File: config.mk
export PLATFORM = sky130hd
export DESIGN_NAME = decode_scoreboard_flat
export DESIGN_NICKNAME = d
export VERILOG_FILES = /design/src/rtl/core_pkg.sv /design/src/rtl/decode_scoreboard_if.sv /design/src/rtl/sb_pending_mask.sv /design/src/rtl/decode_scoreboard.sv /design/src/flat_wrapper.sv
export SDC_FILE = /design/constraint.sdc
export NUM_CORES = 1
export LEC_CHECK = 0
export CORE_MARGIN = 2
export CORE_UTILIZATION = 60
export CTS_BUF_LIST = sky130_fd_sc_hd__clkbuf_4 sky130_fd_sc_hd__clkbuf_8
export DETAILED_ROUTE_END_ITERATION = 8
export DONT_BUFFER_PORTS = 1
export PLACE_DENSITY = 0.88
export SYNTH_ARGS = -nofsm -noshare
export SYNTH_HDL_FRONTEND = slang
export SYNTH_HIERARCHICAL = 1
export SYNTH_SLANG_ARGS = --single-unit
File: constraint.sdc
create_clock -name clk -period 3.1 [get_ports clk]
set_input_delay 0.155 -clock clk [delete_from_list [all_inputs] [get_ports clk]]
set_output_delay 0.155 -clock clk [all_outputs]
set_load 0.03 [all_outputs]
File: src/rtl/core_pkg.sv
// Shared register-index types for the decode scoreboard slice.
// Optional build macro used by this slice: SCOREBOARD_STATS_EN.
package core_pkg;

    localparam int REG_IDX_W = 5;
    localparam int NUM_REGS  = 32;

    typedef logic [REG_IDX_W-1:0] reg_idx_t;
    typedef logic [NUM_REGS-1:0]  reg_mask_t;

    function automatic reg_mask_t onehot(input reg_idx_t idx);
        reg_mask_t m;
        m      = '0;
        m[idx] = 1'b1;
        return m;
    endfunction

endpackage

File: src/rtl/decode_scoreboard_if.sv
// Decoder -> scoreboard -> issue handshake plus dcache ack bundle.
// master = decoder/dcache side, slave = scoreboard.
interface decode_scoreboard_if;
    import core_pkg::*;

    logic     dec_valid;
    logic     dec_retry;
    reg_idx_t dec_rs1;
    reg_idx_t dec_rs2;
    reg_idx_t dec_rd;
    logic     dec_use_rs1;
    logic     dec_use_rs2;
    logic     dec_writes_rd;
    logic     dec_is_load;
    logic     iss_valid;
    logic     iss_retry;
    logic     dcache_ack_valid;
    reg_idx_t dcache_ack_rd;

    modport master (
        output dec_valid, dec_rs1, dec_rs2, dec_rd,
        output dec_use_rs1, dec_use_rs2,
        output dec_writes_rd, dec_is_load,
        output iss_retry, dcache_ack_valid, dcache_ack_rd,
        input  dec_retry, iss_valid
    );

    modport slave (
        input  dec_valid, dec_rs1, dec_rs2, dec_rd,
        input  dec_use_rs1, dec_use_rs2,
        input  dec_writes_rd, dec_is_load,
        input  iss_retry, dcache_ack_valid, dcache_ack_rd,
        output dec_retry, iss_valid
    );

endinterface

File: src/rtl/sb_pending_mask.sv
// Pending-register bitmap: set/clear per cycle, set wins on the same index.
// Register 0 has no flop and always reads as not pending.
module sb_pending_mask
    import core_pkg::*;
(
    input  logic      clk,
    input  logic      reset,
    input  logic      set_en,
    input  reg_idx_t  set_idx,
    input  logic      clr_en,
    input  reg_idx_t  clr_idx,
    output reg_mask_t mask
);

    logic [NUM_REGS-1:1] bits_q;
    reg_mask_t           nxt;

    always_comb begin
        nxt = mask;
        if (clr_en) nxt = nxt & ~onehot(clr_idx);
        if (set_en) nxt = nxt | onehot(set_idx);
    end

    always_ff @(posedge clk) begin
        if (reset) bits_q <= '0;
        else       bits_q <= nxt[NUM_REGS-1:1];
    end

    assign mask = {bits_q, 1'b0};

endmodule

File: src/rtl/decode_scoreboard.sv
// Load-use hazard gate between decoder and regfile/execute.
// Define SCOREBOARD_STATS_EN to build the hazard stall counter.
module decode_scoreboard
    import core_pkg::*;
#(
    parameter int MAX_OUTSTANDING = 4,
    parameter int CNT_W           = 3
) (
    input  logic                 clk,
    input  logic                 reset,
    decode_scoreboard_if.slave   bus,
    output reg_mask_t            pending_mask,
    output logic [CNT_W-1:0]     outstanding,
    output logic                 ack_err,
    output logic [31:0]          stall_cycles
);

    reg_mask_t ack_mask;
    reg_mask_t eff_pend;
    logic      hazard;
    logic      full;
    logic      fire;
    logic      load_fire;
    logic      set_en;
    logic      ack;

    assign ack      = bus.dcache_ack_valid & ~reset;
    assign ack_mask = bus.dcache_ack_valid ? onehot(bus.dcache_ack_rd) : '0;
    // A same-cycle ack resolves the hazard: the regfile forwards its data.
    assign eff_pend = pending_mask & ~ack_mask;

    assign hazard = (bus.dec_use_rs1   & eff_pend[bus.dec_rs1])
                  | (bus.dec_use_rs2   & eff_pend[bus.dec_rs2])
                  | (bus.dec_writes_rd & eff_pend[bus.dec_rd]);

    assign full = bus.dec_is_load
                & (outstanding == CNT_W'(MAX_OUTSTANDING))
                & ~bus.dcache_ack_valid;

    assign fire = ~reset & bus.dec_valid & ~hazard
                & ~full & ~bus.iss_retry;

    assign bus.iss_valid = fire;
    assign bus.dec_retry = reset | (bus.dec_valid & ~fire);

    assign load_fire = fire & bus.dec_is_load;
    assign set_en    = load_fire & bus.dec_writes_rd
                     & (bus.dec_rd != '0);

    sb_pending_mask u_pend (
        .clk     (clk),
        .reset   (reset),
        .set_en  (set_en),
        .set_idx (bus.dec_rd),
        .clr_en  (ack),
        .clr_idx (bus.dcache_ack_rd),
        .mask    (pending_mask)
    );

    always_ff @(posedge clk) begin
        if (reset) begin
            outstanding <= '0;
        end else begin
            unique case ({load_fire, ack})
                2'b10:   outstanding <= outstanding + 1'b1;
                2'b01: begin
                    if (outstanding != '0)
                        outstanding <= outstanding - 1'b1;
                end
                default: outstanding <= outstanding;
            endcase
        end
    end

    // Ack for a register nobody is waiting on, or with nothing in flight.
    always_ff @(posedge clk) begin
        if (reset) begin
            ack_err <= 1'b0;
        end else if (ack) begin
            if (((bus.dcache_ack_rd != '0)
                 & ~pending_mask[bus.dcache_ack_rd])
                | (outstanding == '0))
                ack_err <= 1'b1;
        end
    end

`ifdef SCOREBOARD_STATS_EN
    logic [31:0] stall_q;

    always_ff @(posedge clk) begin
        if (reset)
            stall_q <= '0;
        else if (bus.dec_valid & hazard)
            stall_q <= stall_q + 32'd1;
    end

    assign stall_cycles = stall_q;
`else
    assign stall_cycles = '0;
`endif

endmodule
File: src/flat_wrapper.sv
// flat-port wrapper written by rule: the top's interface ports become plain ports
module decode_scoreboard_flat import core_pkg::*;
#(
    parameter int MAX_OUTSTANDING = 4,
    parameter int CNT_W           = 3
)
  (clk, reset, pending_mask, outstanding, ack_err, stall_cycles, bus_dec_valid, bus_dec_rs1, bus_dec_rs2, bus_dec_rd, bus_dec_use_rs1, bus_dec_use_rs2, bus_dec_writes_rd, bus_dec_is_load, bus_iss_retry, bus_dcache_ack_valid, bus_dcache_ack_rd, bus_dec_retry, bus_iss_valid);
  decode_scoreboard_if bus_i ();
  input  logic clk;
  input  logic reset;
  output reg_mask_t pending_mask;
  output logic [CNT_W-1:0] outstanding;
  output logic ack_err;
  output logic [31:0] stall_cycles;
  input wire logic [$bits(bus_i.dec_valid)-1:0] bus_dec_valid;
  input wire logic [$bits(bus_i.dec_rs1)-1:0] bus_dec_rs1;
  input wire logic [$bits(bus_i.dec_rs2)-1:0] bus_dec_rs2;
  input wire logic [$bits(bus_i.dec_rd)-1:0] bus_dec_rd;
  input wire logic [$bits(bus_i.dec_use_rs1)-1:0] bus_dec_use_rs1;
  input wire logic [$bits(bus_i.dec_use_rs2)-1:0] bus_dec_use_rs2;
  input wire logic [$bits(bus_i.dec_writes_rd)-1:0] bus_dec_writes_rd;
  input wire logic [$bits(bus_i.dec_is_load)-1:0] bus_dec_is_load;
  input wire logic [$bits(bus_i.iss_retry)-1:0] bus_iss_retry;
  input wire logic [$bits(bus_i.dcache_ack_valid)-1:0] bus_dcache_ack_valid;
  input wire logic [$bits(bus_i.dcache_ack_rd)-1:0] bus_dcache_ack_rd;
  output wire logic [$bits(bus_i.dec_retry)-1:0] bus_dec_retry;
  output wire logic [$bits(bus_i.iss_valid)-1:0] bus_iss_valid;
  assign bus_i.dec_valid = bus_dec_valid;
  assign bus_i.dec_rs1 = bus_dec_rs1;
  assign bus_i.dec_rs2 = bus_dec_rs2;
  assign bus_i.dec_rd = bus_dec_rd;
  assign bus_i.dec_use_rs1 = bus_dec_use_rs1;
  assign bus_i.dec_use_rs2 = bus_dec_use_rs2;
  assign bus_i.dec_writes_rd = bus_dec_writes_rd;
  assign bus_i.dec_is_load = bus_dec_is_load;
  assign bus_i.iss_retry = bus_iss_retry;
  assign bus_i.dcache_ack_valid = bus_dcache_ack_valid;
  assign bus_i.dcache_ack_rd = bus_dcache_ack_rd;
  assign bus_dec_retry = bus_i.dec_retry;
  assign bus_iss_valid = bus_i.iss_valid;
  decode_scoreboard #(.MAX_OUTSTANDING(MAX_OUTSTANDING), .CNT_W(CNT_W)) u_core (.clk(clk), .reset(reset), .bus(bus_i), .pending_mask(pending_mask), .outstanding(outstanding), .ack_err(ack_err), .stall_cycles(stall_cycles));
endmodule
==> results.tsv, run 1 <==
metric	value	unit
syn_avg_cell_area	7.87	sq um
critPathCaptureType	register	
ys_top_cells_by_area	dfxtp_1 18%, buf_4 7.5%, mux4_2 6.9%	
grt_max_degree	42	
worst_ep_arrival_time	3.23	ns
synth_top_cell_by_area	dfxtp_1	
comb_power_share	0.272	
period_minus_slack	3.01	ns
dp_cells	585	
htree_levels	2	
vias	4443	
crit_fanout	8	
drtIter0Drc	773	
p_sw	0.377	mW
cts_root_buffer	clkbuf_8	
start_util	0.618	
die_h	84.9	um
switching_share	0.337	
critPathMaxStageDelay	0.52	ns
syn2layout_area_growth	7.46	%
instances_no_fill	594	
cap_violations	0	
syn_area	3930	sq um
hold_class	primary input to register	
drv_slew	0	
async_flop_share	0	
syn_inst	499	
slew_headroom	0.574	
status	completed	
finalClockSkew	0.00801	ns
first_pass_iters	8	
route.met3.wl	2070	um
p_clk_frac	0.311	
crit_type	register to register	
synth-edff-count	0	
path_cells	mux4_2 -> and4_4 -> a311o_1 -> o22ai_2 -> nand4_2 -> inv_2 -> nand2_4 -> a311oi_4 -> nor3b_2 -> nand2_1 -> o21ai_1	
fin_setup_tns	0	ns
final_util	0.664	
hpwl	9610	um
ios	99	
grt_pass1_wl	21400	um
io_buffers	0	
wire_per_inst	23.2	um
track_usage	0.370	
place.gp.congestion	1.03	
synth_seq_area_share	0.178	
n_antenna_cell	0	
slowest_stage	mux4_2	
cts_buffer_depth	2	
p_per_area	265	nW/um^2
topRoutingLayerUsed	met4	
cts_sinks	35	
hold_start	bus_dec_is_load	
yosysUniqueCellTypes	61	
rsz0062_at_grt	yes	
grt_remaining_overflow	0	
reg2reg_from	u_core/u_pend/bits_q[23]	
intPower	0.742	mW
worstSkewPairLatency	0.30	ns
cp_top_family	compound AO/OA/AOI/OAI gates	
met2_length	6290	um
power	1.12	mW
drive_gt1_frac	0.186	
clk_pin_slew_worst_paths	0.07	ns
tightestPinTransition	0.639	ns
peakVddDrop	0.000341	V
drtAntennaViolNets	0	
vias_per_cell	7.48	
crit_required	3.31	ns
num-nets-final	547	
totalWireLength	13800	um
core	6350	sq um
p_seq_frac	0.417	
start_kind	register	
cellLeakagePower	1.61	nW
cts_tree	yes	
period_share	0.973	
drc	0	
die_w	84.9	um
synth_top_area_frac	0.178	
rows	29	
finalHoldViolations	0	
setup_viol	0	
synth_ff_type	dfxtp_1	
dieArea	7210	sq um
grt_pass1_vias	4123	
fmax	0.332	GHz
ys_ff_latch	35	
antenna_found_initial	0	
cts_made_buffers	5	
wl_met1	4760	um
worst-path-buf-inv	1	
yosysWarnings	6	
critPathLaunch	u_core/u_pend/bits_q[23]	
## worst register-to-register path, stage by stage, from the launching register on
cell and delay (ns):
dfxtp_1 0.33, mux4_2 0.52, and4_4 0.21, a311o_1 0.28
o22ai_2 0.18, nand4_2 0.16, inv_2 0.12, nand2_4 0.08
a311oi_4 0.34, nor3b_2 0.26, nand2_1 0.22, o21ai_1 0.24
## placed cells by master (no fill, tap or decap), types with 4 or more instances in the layout
master	n
a311o_1	4
mux2_2	8
or3b_1	4
buf_4	45
clkbuf_8	6
a31oi_1	11
nand3_1	14
a21oi_1	15
nand3b_1	14
mux2i_1	24
conb_1	33
o21ai_1	26
nor2b_1	12
inv_1	16
o21ai_0	46
o211ai_1	7
nor3_1	7
mux4_2	12
xnor2_1	4
nand2b_1	5
nand2_1	35
a311oi_1	21
and2b_1	21
dfxtp_2	5
dfxtp_1	30
nor2_1	20
nand4_1	5
## final timing paths
path / end / slack [ns] / depth (start not counted)
worst min register to register: u_core/ack_err / 0.63 / 2
worst max register to register: u_core/u_pend/bits_q[17] / 0.09 / 11
worst max-delay path: u_core/u_pend/bits_q[17] / 0.09 / 11
worst min-delay path: u_core/outstanding[1] / 0.04 / 2
## kinds of logic after synthesis
logic type	share of synthesized area
and+or+nand+nor	0.275
DFF	0.178
muxes	0.156
buffers and inverters	0.126
adders and majority gates	0.00510
xor gates and xnor gates	0.00892
other	0.00191
AOI/OAI and AO/OA	0.249
## flip-flops by register name, indices dropped and copies added (netlist names)
| name | cells |
|---|---|
| u_core/ack_err | 1 |
| u_core/outstanding | 3 |
| u_core/u_pend/bits_q | 31 |
## metrics by stage
| step | hold slack (ns) | area (sq um) | setup WS, ns |
|---|---|---|---|
| 4_1_cts | 0.0293 | 4160 | 0.00664 |
| 5_1_grt | 0.0433 | 4220 | -0.126 |
| 2_1_floorplan | 0.338 | 4040 | 0.160 |
| 3_3_place_gp | 0.227 | 4050 | 0.108 |
| 3_5_place_dp | 0.229 | 4050 | 0.00544 |
| 6_report | 0.0394 | 4220 | 0.0850 |
## layout make-up
| cell class | instances | area [sq um] |
|---|---|---|
| Clock buffer | 6 | 82.6 |
| Clock inverter | 1 | 5.00 |
| Fill cell | 512 | 2130 |
| Inverter | 17 | 63.8 |
| Multi-Input combinational cell | 410 | 2890 |
| Sequential cell | 35 | 707 |
| Tap cell | 77 | 96.3 |
| Timing Repair Buffer | 48 | 370 |
## layer usage
metal  track usage  vias up
met2         0.583      478
met4         0.170        0
met3         0.107       91
li1              -     1867
met5             0        -
met1         0.472     2007
## repair_timing
| item | in CTS | in global routing |
|---|---|---|
| gates cloned | 0 | 0 |
| endpoints found under the setup margin | 14 | 19 |
| hold endpoints to repair | 3 | 0 |
| resized for setup | 1 | 18 |
| buffers inserted | 0 | 1 |
| hold buffers | 1 | 0 |
| pin swaps | 0 | 5 |
## cell usage after synthesis, drive strengths merged, types with 9 or more instances
master	number
o21ai	72
buf	58
nand2	36
dfxtp	35
mux2i	24
a311oi	22
and2b	21
nor2	20
inv	17
a21oi	15
nand3	14
nand3b	14
mux4	12
nor2b	12
a31oi	11
clkbuf	10
mux2	9
## power by group through the flow
stage	Combinational (mW)	Sequential [mW]	Clock (mW)
2_1_floorplan	0.287	0.497	0
3_3_place_gp	0.274	0.476	0
3_5_place_dp	0.283	0.477	0
4_1_cts	0.286	0.467	0.347
5_1_grt	0.320	0.468	0.367
6_report	0.304	0.467	0.348
No activity file was read; power rests on OpenSTA's default activity.
==> run 2: changes to the inputs <==
PLACE_DENSITY = 0.73   (was 0.88)
==> run 2 against run 1 <==
  * Global-route usage shrank 0.23 points
  * Largest cell class unchanged
  * Flip-flop and latch count unchanged
  * The flow now finishes with violations (negative setup slack)
  * Largest power group unchanged
  * Via count fell by 3.0%
==> results.tsv, run 2 (synthesis results as in run 1) <==
metric	value	unit	change
status	finished with violations		
violations	negative setup slack		
num-nets-final	547		unchanged
die_w	84.9	um	unchanged
power	1.21	mW	+8.6%
drive_gt1_frac	0.183		-0.00229
cap_violations	0		unchanged
multi_input_area	2900	sq um	+0.35%
drv_slew	0		unchanged
drtAntennaViolNets	0		unchanged
p_per_area	285	nW/um^2	+7.5%
cts_made_buffers	5		unchanged
met3_usage	0.112		+0.00486
grt_pass1_vias	3892		-5.6%
peakVddDrop	0.000246	V	-28%
cellLeakagePower	1.64	nW	+1.9%
largest_registers	u_core/u_pend/bits_q (31), u_core/outstanding (3), u_core/ack_err (1)		
crit_type	register to register		
totalWireLength	13500	um	-2.0%
drc	0		unchanged
layout_commonest_cell	buf_4		
die_h	84.9	um	unchanged
critPathMaxStageDelay	0.47	ns	-0.05 ns
tightestPinTransition	0.518	ns	-0.121 ns
critPathCaptureType	register		
wire_per_inst	22.7	um	-2.2%
fillers	539		+5.3%
path_cells	buf_4 -> mux4_2 -> nand2_1 -> o211ai_1 -> o2111ai_1 -> nand4_2 -> inv_2 -> nand2_4 -> a311oi_2 -> nor3b_4 -> nand2_4 -> o21ai_0		
grt_max_degree	42		unchanged
slowest_stage	mux4_2		
core	6350	sq um	unchanged
antenna_found_initial	0		unchanged
drtIter0Drc	578		-25%
crit_top_cell	nand2_4		
io_buffers	0		unchanged
largest_register_ffs	31		unchanged
cts_root_buffer	clkbuf_8		
cts_tree	yes		
use_met1	0.495		+0.0238
start_kind	register		
grt-busiest-layer	met2		
mostFrequentLayoutCells	44 x buf_4, 42 x o21ai_0, 35 x dfxtp_1		
vias_per_cell	7.24		-3.2%
cts_buffer_depth	2		unchanged
rsz0062_at_grt	yes		
grtUsageMet2	0.568		-0.0143
crit_required	3.31	ns	about the same
hpwl	9710	um	+1.0%
top_register	u_core/u_pend/bits_q		
hold_class	primary input to register		
track_usage	0.368		-0.00234
fmax	0.321	GHz	-3.3%
slew_headroom	0.652		+0.0784
first_pass_iters	6		-2
regArea	701	sq um	-0.88%
grt_remaining_overflow	0		unchanged
ios	99		unchanged
setup_viol	1		+1
clk_pin_slew_worst_paths	0.08	ns	about the same
finalHoldViolations	0		unchanged
place.gp.congestion	0.951		-7.7%
vias	4310		-3.0%
syn2layout_area_growth	8.51	%	
htree_levels	2		unchanged
worst_ep_arrival_time	3.33	ns	+0.10 ns
period_share	1.01		+0.0327
start_util	0.618		unchanged
crit_fanout	8		unchanged
period_minus_slack	3.12	ns	+0.101 ns
timing.final.ws_setup	-0.0164	ns	-0.101 ns
worstSkewPairLatency	0.30	ns	about the same
finalClockSkew	0.00539	ns	-0.00262 ns
dieArea	7210	sq um	unchanged
fin_setup_tns	-0.0164	ns	-0.0164 ns
n_antenna_cell	0		unchanged
rows	29		unchanged
cts_sinks	35		unchanged
grt_pass1_wl	21200	um	-1.2%
-- run 2: cell count changes in the layout (fill, tap and decap cells not counted), moves of 2 or more --
| cell | before | now |
|---|---|---|
| a2111oi_1 | 2 | 0 |
| dfxtp_1 | 30 | 35 |
| dfxtp_2 | 5 | 0 |
| o21ai_0 | 46 | 42 |
| o21ai_1 | 26 | 29 |
-- run 2: metrics by stage --
stage	worst slack, ns	hold slack, ns	cell area (sq um)	instances	util
3_5_place_dp	-0.0612	0.234	4050	585	0.638
3_3_place_gp	-0.0121	0.233	4050	585	0.638
6_report	-0.0164	0.0294	4260	595	0.671
4_1_cts	0.0259	0.0219	4210	595	0.662
2_1_floorplan	0.160	0.338	4040	530	-
5_1_grt	-0.103	0.0497	4260	595	0.671
-- run 2: power breakdown --
group | total [mW] | internal [mW] | switching (mW)
Sequential | 0.466 | 0.459 | 0.00755
Combinational | 0.297 | 0.108 | 0.189
Clock | 0.452 | 0.265 | 0.187
-- run 2: path summary, 6_finish.rpt --
| check | start | end | slack [ns] | cells past startpoint |
|---|---|---|---|---|
| max | u_core/u_pend/bits_q[18] | u_core/u_pend/bits_q[1] | -0.02 | 12 |
| min | bus_dcache_ack_valid | u_core/ack_err | 0.03 | 2 |
| max reg2reg | u_core/u_pend/bits_q[18] | u_core/u_pend/bits_q[1] | -0.02 | 12 |
| min reg2reg | u_core/ack_err | u_core/ack_err | 0.61 | 2 |
-- run 2: worst max-delay path, delay by kind of cell (launching register included) --
kind,cells,cell delay (ns)
buf+inv,2,0.31
mux,1,0.47
flops,1,0.36
simple gates,5,0.88
compound gates,4,1.02
-- run 2: repair_timing --
action,4_1_cts,5_1_grt
endpoints found under the setup margin,16,29
gates resized for setup,3,19
hold buffers,1,0
gates cloned,0,0
hold endpoints to repair,3,0
setup buffers,1,0
pin swaps,1,1
-- run 2: metal layers --
metal,routed length (um),part of all wire,vias to the layer above
li1,-,-,1860
met1,5120,0.38,2027
met2,6040,0.45,368
met3,1970,0.15,55
met4,405,0.030,0
met5,0,0,-
-- run 2: layout make-up --
cell class | count | share of cell area
Multi-Input combinational cell | 410 | 0.682
Timing Repair Buffer | 48 | 0.0878
Clock buffer | 6 | 0.0194
Sequential cell | 35 | 0.164
Clock inverter | 2 | 0.00910
Tap cell | 77 | 0.0226
Inverter | 17 | 0.0150
==> run 3: changes to the inputs <==
PLACE_DENSITY = 0.76   (was 0.73)
clock period = 2.7 ns   (was 3.1 ns; I/O delays follow)
==> run 3 against run 2 <==
  * The run still ends with negative setup slack left
  * Combinational power up 26%
  * Non-clock buffer count up 21
  * Sequential share of layout area fell by 0.27 points
  * Via count grew 3.1%
  * Flip-flop and latch count is the same
  * Final cell count up 3.5%
  * Die area is the same
  * Core utilization rose by 4.6 points
  * Clock skew fell by 0.0028 ns
  * Hold slack got worse by 0.013 ns
  * First-iteration DRC count grew 19%
  * Power grew 8.2%
==> results.tsv, run 3 (synthesis results as in run 1) <==
metric	value	unit	change
drc	0		unchanged
drv_slew	0		unchanged
tightestPinTransition	0.551	ns	+0.0330 ns
critPathCaptureType	register		
rsz0062_at_grt	yes		
grt_pass1_wl	21500	um	+1.6%
setup_viol	33		+32
start_util	0.618		unchanged
io_buffers	0		unchanged
grt_max_degree	43		+2.4%
cts_tree	yes		
cts_made_buffers	5		unchanged
reg2reg_from	u_core/u_pend/bits_q[23]		
drive_gt1_frac	0.299		+0.115
grt_remaining_overflow	0		unchanged
cts_root_buffer	clkbuf_8		
period_minus_slack	2.95	ns	-0.166 ns
slew_headroom	0.623		-0.0288
cellLeakagePower	1.78	nW	+8.7%
design_area	4550	sq um	+6.9%
n_antenna_cell	0		unchanged
peakVddDrop	0.000242	V	-1.8%
antenna_found_initial	0		unchanged
critPathLaunch	u_core/u_pend/bits_q[23]		
regArea	737	sq um	+5.2%
period_share	1.09		+0.0873
crit_required	2.92	ns	-0.39 ns
dieArea	7210	sq um	unchanged
num-nets-final	568		+3.8%
ios	99		unchanged
reg2regPathDepth	12		unchanged
whs	0.0163	ns	-0.0131 ns
rows	29		unchanged
drtIter0Drc	688		+19%
crit_type	register to register		
syn2layout_area_growth	16.0	%	
multi_input_area	3030	sq um	+4.4%
worstSkewPairLatency	0.30	ns	about the same
start_kind	register		
die_h	84.9	um	unchanged
worst_ep_arrival_time	3.17	ns	-0.16 ns
timing.final.ws_setup	-0.250	ns	-0.234 ns
grt_pass1_vias	4053		+4.1%
fmax	0.339	GHz	+5.6%
p_per_area	289	nW/um^2	+1.3%
place.gp.congestion	0.985		+3.5%
cts_sinks	35		unchanged
cap_violations	0		unchanged
fin_setup_tns	-3.46	ns	-3.45 ns
top_register	u_core/u_pend/bits_q		
vias_per_cell	7.21		-0.41%
crit_fanout	8		unchanged
hold_class	primary input to register		
mostFrequentLayoutCells	63 x buf_4, 33 x nand2_1, 33 x conb_1		
drtAntennaViolNets	0		unchanged
vias	4444		+3.1%
r2r_slack	-0.25	ns	-0.23 ns
crit_path_end	u_core/u_pend/bits_q[1]		
clk_pin_slew_worst_paths	0.08	ns	about the same
largest_register_ffs	31		unchanged
hpwl	9940	um	+2.3%
cts_buffer_depth	2		unchanged
place_area	4230	sq um	+4.4%
status	finished with violations		
track_usage	0.376		+0.00820
layout_commonest_cell	buf_4		
htree_levels	2		unchanged
fillers	503		-6.7%
reg2reg_to	u_core/u_pend/bits_q[1]		
wire_per_inst	23.1	um	+1.8%
violations	negative setup slack		
die_w	84.9	um	unchanged
first_pass_iters	5		-1
core	6350	sq um	unchanged
finalClockSkew	0.00262	ns	-0.00277 ns
finalHoldViolations	0		unchanged
totalWireLength	14300	um	+5.4%
largest_registers	u_core/u_pend/bits_q (31), u_core/outstanding (3), u_core/ack_err (1)		
[run 3: metrics by stage]
| step | worst slack, ns | utilization | power, mW | instances |
|---|---|---|---|---|
| finish | -0.250 | 0.717 | 1.31 | 616 |
| global route | -0.336 | 0.717 | 1.35 | 616 |
| CTS | -0.157 | 0.701 | 1.29 | 613 |
| detailed placement | -0.329 | 0.666 | 0.890 | 601 |
| global placement | -0.202 | 0.666 | 0.885 | 601 |
| floorplan | -0.0519 | - | 0.907 | 530 |
[run 3: layout make-up]
class,count,share of cell area
clock buffer,6,0.0168
clock inverter,2,0.00247
inverter,17,0.0146
multi-input combinational,410,0.665
sequential,35,0.162
tap,77,0.0212
timing repair buffer,69,0.118
[run 3: report_power, final]
part / internal [mW] / total, mW / switching, mW / leakage [nW]
registers: 0.522 / 0.531 / 0.00858 / 0.294
logic: 0.139 / 0.373 / 0.234 / 1.44
clock network: 0.192 / 0.411 / 0.219 / 0.0489
[run 3: per-layer routing]
layer  wire length, um  GRT usage
met1              5450      0.505
met4               557      0.156
met5                 0          0
met2              6380      0.585
met3              1870     0.0875
[run 3: what timing repair did]
action | CTS | global route
buffers inserted | 2 | 3
resized for setup | 35 | 25
hold buffers | 2 | 1
gates cloned | 0 | 0
hold endpoints to repair | 4 | 2
setup endpoints to repair | 33 | 34
pin swaps | 20 | 11
[run 3: worst min path at each step]
stage / start / endpoint / cells past startpoint
after floorplan: reset / u_core/u_pend/bits_q[16] / 3
after global placement: reset / u_core/ack_err / 1
after detailed placement: reset / u_core/outstanding[1] / 1
after CTS: reset / u_core/outstanding[1] / 1
after global routing: bus_dec_rd[0] / u_core/u_pend/bits_q[17] / 2
final: bus_dec_rd[0] / u_core/u_pend/bits_q[17] / 2
[run 3: critical path, stage by stage, from the launching register on]
cell and delay (ns):
dfxtp_4 0.35, mux4_2 0.48, and4_4 0.21, a311o_1 0.30, o22ai_2 0.17, nand4_2 0.18
inv_4 0.10, nand2_4 0.06, a311oi_4 0.27, nor3b_4 0.32, buf_6 0.16, nand2_8 0.09
o21ai_4 0.18
